$ cat src/rtl/affine_input_pipe.sv
// Input stage of the S-box datapath: applies the AES inverse affine transform
// on decrypt bytes (identity on encrypt bytes), tags each byte with its
// position in the block, and buffers {byte, idx} in a 2-entry FIFO whose
// head is presented combinationally from registers (1-cycle latency).
module affine_input_pipe #(
  parameter  int unsigned BLOCK_BYTES = 16,
  localparam int unsigned IW          = $clog2(BLOCK_BYTES)
) (
  input  logic          CLK,
  input  logic          RSTn,
  input  logic          CLR,
  input  logic          IN_VALID,
  output logic          IN_READY,
  input  logic          IN_MODE,
  input  logic [7:0]    IN_DATA,
  output logic          OUT_VALID,
  input  logic          OUT_READY,
  output logic [7:0]    OUT_DATA,
  output logic [IW-1:0] OUT_IDX,
  output logic          OUT_LAST
);

  localparam logic [7:0]    AFFINE_C = 8'h05;
  localparam logic [IW-1:0] IDX_MAX  = IW'(BLOCK_BYTES - 1);

  logic [1:0]    occ;
  logic [IW-1:0] in_idx;
  logic [7:0]    head_data;
  logic [IW-1:0] head_idx;
  logic [7:0]    tail_data;
  logic [IW-1:0] tail_idx;
  logic [7:0]    xf_data;
  logic          push;
  logic          pop;

  // Handshake status depends only on registered occupancy
  assign IN_READY  = (occ != 2'd2);
  assign OUT_VALID = (occ != 2'd0);
  assign OUT_DATA  = head_data;
  assign OUT_IDX   = head_idx;
  assign OUT_LAST  = (head_idx == IDX_MAX);

  assign push = IN_VALID & IN_READY;
  assign pop  = OUT_VALID & OUT_READY;

  // Inverse affine: bit i = X[i+2] ^ X[i+5] ^ X[i+7] ^ C[i] (indices mod 8),
  // written as right-rotations by 2, 5 and 7
  always_comb begin
    xf_data = IN_DATA;
    if (IN_MODE) begin
      xf_data = {IN_DATA[1:0], IN_DATA[7:2]}
              ^ {IN_DATA[4:0], IN_DATA[7:5]}
              ^ {IN_DATA[6:0], IN_DATA[7]}
              ^ AFFINE_C;
    end
  end

  // FIFO storage, occupancy and block byte counter; CLR overrides transfers
  always_ff @(posedge CLK or negedge RSTn) begin
    if (!RSTn) begin
      occ       <= '0;
      in_idx    <= '0;
      head_data <= '0;
      head_idx  <= '0;
      tail_data <= '0;
      tail_idx  <= '0;
    end else if (CLR) begin
      occ    <= '0;
      in_idx <= '0;
    end else begin
      if (push) begin
        in_idx <= (in_idx == IDX_MAX) ? '0 : in_idx + 1'b1;
      end
      // Head is always slot 0; a pop shifts the tail forward so the head
      // register feeds the outputs directly.
      case ({push, pop})
        2'b10: begin
          if (occ == 2'd0) begin
            head_data <= xf_data;
            head_idx  <= in_idx;
          end else begin
            tail_data <= xf_data;
            tail_idx  <= in_idx;
          end
          occ <= occ + 2'd1;
        end
        2'b01: begin
          head_data <= tail_data;
          head_idx  <= tail_idx;
          occ       <= occ - 2'd1;
        end
        2'b11: begin
          if (occ == 2'd1) begin
            head_data <= xf_data;
            head_idx  <= in_idx;
          end else begin
            head_data <= tail_data;
            head_idx  <= tail_idx;
            tail_data <= xf_data;
            tail_idx  <= in_idx;
          end
        end
        default: ;
      endcase
    end
  end

endmodule

$ cat config.mk
export PLATFORM = sky130hd
export DESIGN_NAME = affine_input_pipe
export DESIGN_NICKNAME = d
export VERILOG_FILES = /design/src/rtl/affine_input_pipe.sv
export SDC_FILE = /design/constraint.sdc
export NUM_CORES = 1
export LEC_CHECK = 0
export CELL_PAD_IN_SITES_DETAIL_PLACEMENT = 0
export CELL_PAD_IN_SITES_GLOBAL_PLACEMENT = 1
export CORE_ASPECT_RATIO = 0.75
export CORE_UTILIZATION = 43
export DETAILED_ROUTE_END_ITERATION = 10
export PLACE_DENSITY = 0.9
export SLEW_MARGIN = 30
export SYNTH_ARGS = -nofsm -noshare
export SYNTH_HDL_FRONTEND = slang
export SYNTH_SLANG_ARGS = --single-unit
export TNS_END_PERCENT = 100
$ cat constraint.sdc
create_clock -name CLK -period 3.91 [get_ports CLK]
set_clock_uncertainty 0.1 [all_clocks]
set_input_delay 1.173 -clock CLK [delete_from_list [all_inputs] [get_ports CLK]]
set_output_delay 1.173 -clock CLK [all_outputs]
set_load 0.1 [all_outputs]
# Word level (Yosys, flattened, before mapping)
# Cells that the tools add are included.
# classes
addsub,3
n_eq_ne,10
n_mux,18
n_bitwise,6
reduce_logical,8
# op_table
operator,count
$mux 8,5
$mux 4,7
$pmux 8 s3,1
$pmux 8 s2,1
$xor 8x8->8,2
$pmux 4 s3,1
$eq 4x4->1 const B,2
$ne 2x2->1 const B,4
$pmux 4 s2,1
$reduce_bool 2->1,3
$reduce_bool 3->1,2
$add 4x1->4 const B,1
$eq 2x1->1 const B,2
$eq 2x2->1 const B,2
$pmux 2 s2,1
$reduce_and 4->1,1
$reduce_and 3->1,1
$add 2x1->2 const B,1
$and 1x1->1,2
$logic_not 2->1,1
$mux 2,1
$not 2->2,1
$sub 2x1->2 const B,1
$not 1->1,1
# word_totals
regBits,30
in_bits,14
output_inout_bits,15
word_cells,51

# Depth between registers and ports, before layout
# Gate-level depths: netlist of run 1.
# logic_depth
depth_word,6
depth_mapped,8
ltp_nobuf,6

# Least setup slack after synthesis of run 1
# Ideal clock, no wire load.
# synth_timing
path_kind,reg2out
from,"register head_idx[1], in the netlist OUT_IDX[1]"
to,output OUT_LAST
arrival_time_ps,1868
required_time_ps,2637
path_slack_ps,769
path_stages_with_launch,2
n_path_buf,0
cell_sequence,dfrtp_1 and4_1
# synth_via
elab_chain_cells,1
# synth_lines
item,line,source
start: declaration,29,logic [IW-1:0] head_idx;
start signal: assignment,80,head_idx <= in_idx;
start signal: assignment,89,head_idx <= tail_idx;
start signal: assignment,95,head_idx <= in_idx;
$eq 4x4->1,41,assign OUT_LAST = (head_idx == IDX_MAX);
end: declaration,20,output logic OUT_LAST
# No other way between the ends.

# Worst setup path in the final report of run 1
# layout_timing
from,input IN_VALID
to,register tail_idx[2]
# layout_via
elab_chain_cells,4
word_cells_on_any_way,8
cone_classes,eq/ne (4); mux (1); bitwise (1); reduce/logical (2)
# layout_lines
item,line,source
start: declaration,12,"input logic IN_VALID,"
$and 1x1->1 (*),43,assign push = IN_VALID & IN_READY;
$eq 2x2->1,76,"case ({push, pop})"
$ne 2x2->1 (no source line) / $reduce_bool 2->1 (equally long branches),n/a,
$reduce_and 4->1 (no source line),n/a,
end signal: assignment,83,tail_idx <= in_idx;
end signal: assignment,100,tail_idx <= in_idx;
end: declaration,31,logic [IW-1:0] tail_idx;
# Mark *: on every way between the ends. The rest lies on a longest branch, timed or not.
# A chain may end at the register's enable or synchronous reset.

==> results by group, run 1 <==
Global route
  – Largest net degree at the start of global routing: 31
  – GRT Residual Overflow: 0
  – Initial antenna violation count: 0
  – Vias in the first global route: 1,306
  – Global-route wire length before repair: 6030 um
  – GRT Total Usage: 19.19%

Clocking
  – CTS H-tree lvls: 2
  – CTS clk-pin slew, worst paths: 0.07 ns
  – Post-cts resize count: 0
  – Clock Latency Late Sink: 0.28 ns
  – CTS tree: yes
  – Total CTS buffers: 5
  – Root Driver: clkbuf_8
  – Sink Count: 30
  – Bufs on Longest Clock Path: 2
  – Hold_buf cts: 0
  – Post-CTS Setup Bufs: 0

Setup path
  – Worst Setup Start Kind: input pin
  – Worst-path cell chain: clkdlybuf4s50_1 > nor2b_4 > nand2_1 > mux2_4
  – Slowest-stage cell, CP: nand2_1
  – Slowest Stage Delay on Critical Path: 0.49 ns
  – Crit path capture type: register
  – Critical path class: input pin to register
  – Critical path's top delay family: simple AND/OR/NAND/NOR gates
  – Buffer and inverter count on the worst path: 1
  – CP required: 3.98 ns
  – Critical path peak fanout: 20
  – CP arrival: 2.91 ns

Cells and area
  – Ratio of cells with drive above 1 in the final layout: 15.87%
  – N_diodes: 0
  – Nets: 225
  – Area grow syn2layout: 20.95%
  – Commonest non-fill, non-tap cell in the layout: dfrtp_1
  – Commonest non-fill, non-tap cells in the layout: dfrtp_1 (30), nand2_1 (28), o21ai_0 (20)

STA
  – Final worst-path cycle share: 72.77%
  – Final setup fails: 0
  – Final Max Tran Viols: 0
  – Tmin final: 2.845 ns
  – Fmax: 351.4 MHz
  – Fin. Hold Viols: 0
  – Worst rel slew slack: 53.32%
  – Worst-Margin Slew: 0.6986 ns
  – RSZ-0062 raised after global routing: no
  – TNS Setup: 0 ns

Floorplanning
  – FP Rows: 19
  – Core ar.: 3709 um2
  – Chip height: 56.20 um
  – # IOs: 29
  – Die width: 74.27 um
  – Starting density of the core: 45.41%
  – Die ar.: 4173 um2

Route
  – DR vias/cell: 5.035
  – Routed wl met2: 1557 um
  – Vias: 1,309
  – Metal-1 WL: 1710 um
  – DR iter-0 viols: 57
  – Met3 WL: 173 um
  – WL/cell: 13.35 um
  – DRT Wirelength: 3472 um
  – Drt pass-1 iters: 4
  – Top Metal Used: met4
  – Post-route ant nets: 0
  – DRC: 0

Place
  – RePlAce Congestion: 0.7460
  – Hpwl dp: 2523 um
  – Buffers on Ports: 28

Yosys
  – Avg Synthesized Cell Area: 9.356 um2
  – Cells after Synth: 180
  – Sequential area share after synthesis: 44.58%
  – Syn Nets: 198
  – Synth Warn #: 0
  – Cell Area, Synth: 1684 um2
  – FF+latch count, synth: 30
  – Yosys cell types: 32

Flow run
  – Max-cap violations: 0

Hold path
  – Hold Crit Class: register to register

Outcome
  – Result of the run: complete, no violations
[layout make-up]
type | count | area [um2]
Sequential cell | 30 | 750.7
Clock buffer | 6 | 82.58
Inverter | 4 | 15.01
Tap cell | 52 | 65.06
Clock inverter | 2 | 12.51
Timing Repair Buffer | 29 | 250.2
Multi-Input combinational cell | 137 | 860.8
Fill cell | 350 | 1672
[layer usage]
| metal | global-route usage [%] | vias to the layer above |
|---|---|---|
| met1 | 26.48 | 606 |
| met3 | 4.891 | 5 |
| li1 | - | 667 |
| met2 | 28.83 | 31 |
| met5 | 0 | - |
| met4 | 7.278 | 0 |
[final timing paths]
| check | startpoint | end | slack (ns) | cells after the start |
|---|---|---|---|---|
| hold / removal | tail_data[6] | tail_data[6] | 0.38 | 2 |
| setup / recovery | IN_VALID | tail_idx[2] | 1.06 | 4 |
| min in group asynchronous | RSTn | OUT_DATA[5] | 1.18 | 2 |
| setup reg to reg | occ[0] | OUT_DATA[1] | 1.73 | 6 |
| max in group asynchronous | RSTn | tail_idx[1] | 2.25 | 2 |
| hold reg to reg | tail_data[6] | tail_data[6] | 0.38 | 2 |
[state kept, by name (all words and copies together), names as in the netlist]
register   flops
OUT_IDX        4
tail_idx       4
OUT_DATA       8
tail_data      8
in_idx         4
occ            2
[through the flow]
step / hold WS (ns) / area, um2 / instances / worst slack, ns / util (%)
finish: 0.3778 / 2037 / 260 / 1.065 / 54.93
global route: 0.3969 / 2037 / 260 / 0.9140 / 54.93
CTS: 0.3801 / 2037 / 260 / 1.078 / 54.93
detailed placement: 0.3646 / 1942 / 252 / 0.7791 / 52.36
global placement: 0.3595 / 1942 / 252 / 0.8158 / 52.36
floorplan: 0.3447 / 1684 / 180 / 0.7693 / -
[synth_stat cells]
library cell | instances | area share (%)
mux2_2 | 1 | 0.67
xnor2_1 | 5 | 2.6
xnor3_1 | 1 | 1.3
nor2b_4 | 1 | 0.82
inv_1 | 4 | 0.89
nand2_1 | 28 | 6.2
nor2b_1 | 7 | 2.6
ha_1 | 4 | 3.0
buf_2 | 4 | 1.2
or3_1 | 1 | 0.37
nand3b_1 | 1 | 0.45
xor2_1 | 2 | 1.0
o21ai_0 | 20 | 5.9
xnor2_2 | 1 | 0.97
a21oi_1 | 7 | 2.1
o211ai_1 | 1 | 0.45
buf_4 | 3 | 1.3
nand2b_1 | 4 | 1.5
clkbuf_1 | 1 | 0.22
a21oi_2 | 2 | 1.0
o21ai_1 | 1 | 0.30
nor3_1 | 6 | 1.8
and4_1 | 1 | 0.52
a31oi_1 | 5 | 1.9
a21o_1 | 3 | 1.3
dfrtp_1 | 30 | 45
nor2_1 | 19 | 4.2
a211oi_1 | 4 | 1.8
mux2_4 | 4 | 3.6
a211o_1 | 1 | 0.52
buf_6 | 1 | 0.67
mux2i_1 | 7 | 4.2
[worst reg2reg max path, cell delays in order, from the launching register on]
cell	delay (ns)
dfrtp_1	0.36
inv_1	0.09
ha_1	0.25
nand2b_1	0.29
a21oi_2	0.60
o21ai_0	0.20
o21ai_0	0.21
[cell families after synthesis]
kind of cell,after synthesis,share of synthesized area [%]
muxes,12,8.396
AOI/OAI and AO/OA,44,15.30
buffers and inverters,13,4.308
adders and majority gates,4,2.972
xor gates and xnor gates,9,5.944
and+or+nand+nor,68,18.50
DFF,30,44.58
Power of run 1 is not shown: default switching activity piles up to over one toggle a cycle in this logic, so the estimate is an artifact.
==> inputs of run 2 (changes only) <==
Settings changed: CORE_UTILIZATION 43 to 40, PLACE_DENSITY 0.9 to 0.85.
Clock period 3.91 ns to 2.9 ns, I/O delays scaled along.
==> run 2 against run 1 <==
- first-iteration DRC count increased by 56%
- critical endpoint is now OUT_VALID
- worst setup slack lost 0.47 ns
- final cell count increased by 3.1%
- die area is 7.3% higher
- wire length decreased by 3.5%
- final area increased by 1.8%
- clock-buffer cell count grew 1
==> results by group, run 2 (synthesis gave the netlist of run 1 again) <==
Outcome
  – Result of the run: complete, no violations

Setup path
  – Crit path capture type: output pin
  – CP required: 1.93 ns
  – CP arrival: 1.34 ns
  – R2R depth: 6
  – Worst Setup Start Kind: register
  – Critical path peak fanout: 4
  – Crit path launch: occ[1]
  – R2r startpoint: occ[1]
  – Critical path class: register to output pin

STA
  – Tmin final: 2.310 ns
  – Fin. Hold Viols: 0
  – Final Max Tran Viols: 0
  – Final worst-path cycle share: 79.67%
  – RSZ-0062 raised after global routing: no
  – Fmax: 432.8 MHz
  – Final setup fails: 0
  – TNS Setup: 0 ns
  – Worst rel slew slack: 72.80%
  – Worst-Margin Slew: 0.4067 ns

Route
  – DRT Wirelength: 3351 um
  – DR iter-0 viols: 89
  – DR vias/cell: 4.914
  – Post-route ant nets: 0
  – WL/cell: 12.50 um
  – Drt pass-1 iters: 6
  – DRC: 0
  – Vias: 1,317

Flow run
  – Max-cap violations: 0

Global route
  – Global-route wire length before repair: 5713 um
  – GRT Residual Overflow: 0
  – Initial antenna violation count: 0
  – GRT Total Usage: 17.11%
  – Vias in the first global route: 1,211
  – Largest net degree at the start of global routing: 31

Place
  – Buffers on Ports: 28
  – RePlAce Congestion: 0.7551
  – Hpwl dp: 2404 um

Cells and area
  – Multi-input gate area: 860.8 um2
  – Seq. cell area: 750.7 um2
  – N_diodes: 0
  – Commonest non-fill, non-tap cell in the layout: dfrtp_1
  – Nets: 230
  – Area grow syn2layout: 23.18%
  – Fill cells: 402
  – Post-Route Utilization: 51.17%
  – Ratio of cells with drive above 1 in the final layout: 17.37%
  – Commonest non-fill, non-tap cells in the layout: dfrtp_1 (30), nand2_1 (28), buf_4 (21)

Clocking
  – Total CTS buffers: 5
  – Sink Count: 30
  – CTS tree: yes
  – Bufs on Longest Clock Path: 2
  – Post-CTS Setup Bufs: 0
  – Root Driver: clkbuf_8
  – Clock Latency Late Sink: 0.28 ns
  – Hold_buf cts: 0
  – Post-cts resize count: 0
  – CTS clk-pin slew, worst paths: 0.06 ns
  – CTS H-tree lvls: 2

Floorplanning
  – Starting density of the core: 41.54%
  – Die width: 76.93 um
  – # IOs: 29
  – Core ar.: 4054 um2
  – Die ar.: 4477 um2
  – Chip height: 58.20 um
  – FP Rows: 20

Hold path
  – Hold Crit Class: register to register
  – Worst Hold Depth: 1
  – Min-delay src: tail_data[2]
## run 2: layer usage
layer  global-route usage, %  wire length [um]  vias to the layer above
li1                        -                 -                      680
met4                   8.242                40                        0
met5                       0                 0                        -
met1                   24.47              1836                      604
met3                   4.252               122                        5
met2                   24.23              1351                       28
## run 2: path summary, 6_finish.rpt
path	endpoint	slack (ns)
worst max-delay path	OUT_VALID	0.59
worst min-delay path	tail_data[2]	0.38
worst max register to register	OUT_DATA[0]	1.01
worst min register to register	tail_data[2]	0.38
max in group asynchronous	in_idx[2]	1.54
min in group asynchronous	OUT_DATA[4]	0.88
## run 2: worst max-delay path, cell delays in order, from the launching register on
cell and delay (ns):
dfrtp_1 0.39, inv_1 0.09, ha_1 0.23, inv_1 0.07
buf_4 0.28
## run 2: stage by stage
stage | hold slack [ns] | instance area, um2 | std cells | setup WS (ns)
floorplan | 0.3447 | 1684 | 180 | 0.06226
global placement | 0.3591 | 1983 | 260 | 0.3478
detailed placement | 0.3674 | 1983 | 260 | 0.3465
CTS | 0.3817 | 2074 | 268 | 0.6031
global route | 0.4020 | 2074 | 268 | 0.4861
finish | 0.3770 | 2074 | 268 | 0.5897
## run 2: final cells by class
| type | count | area share, % |
|---|---|---|
| clock buffers | 7 | 4.162 |
| clock inverters | 1 | 0.2413 |
| flip-flops and latches | 30 | 36.19 |
| multi-input cells | 137 | 41.50 |
| repair buffers | 34 | 13.87 |
| well taps | 55 | 3.317 |
| inverters | 4 | 0.7238 |
Power of run 2 is left out for the same reason.
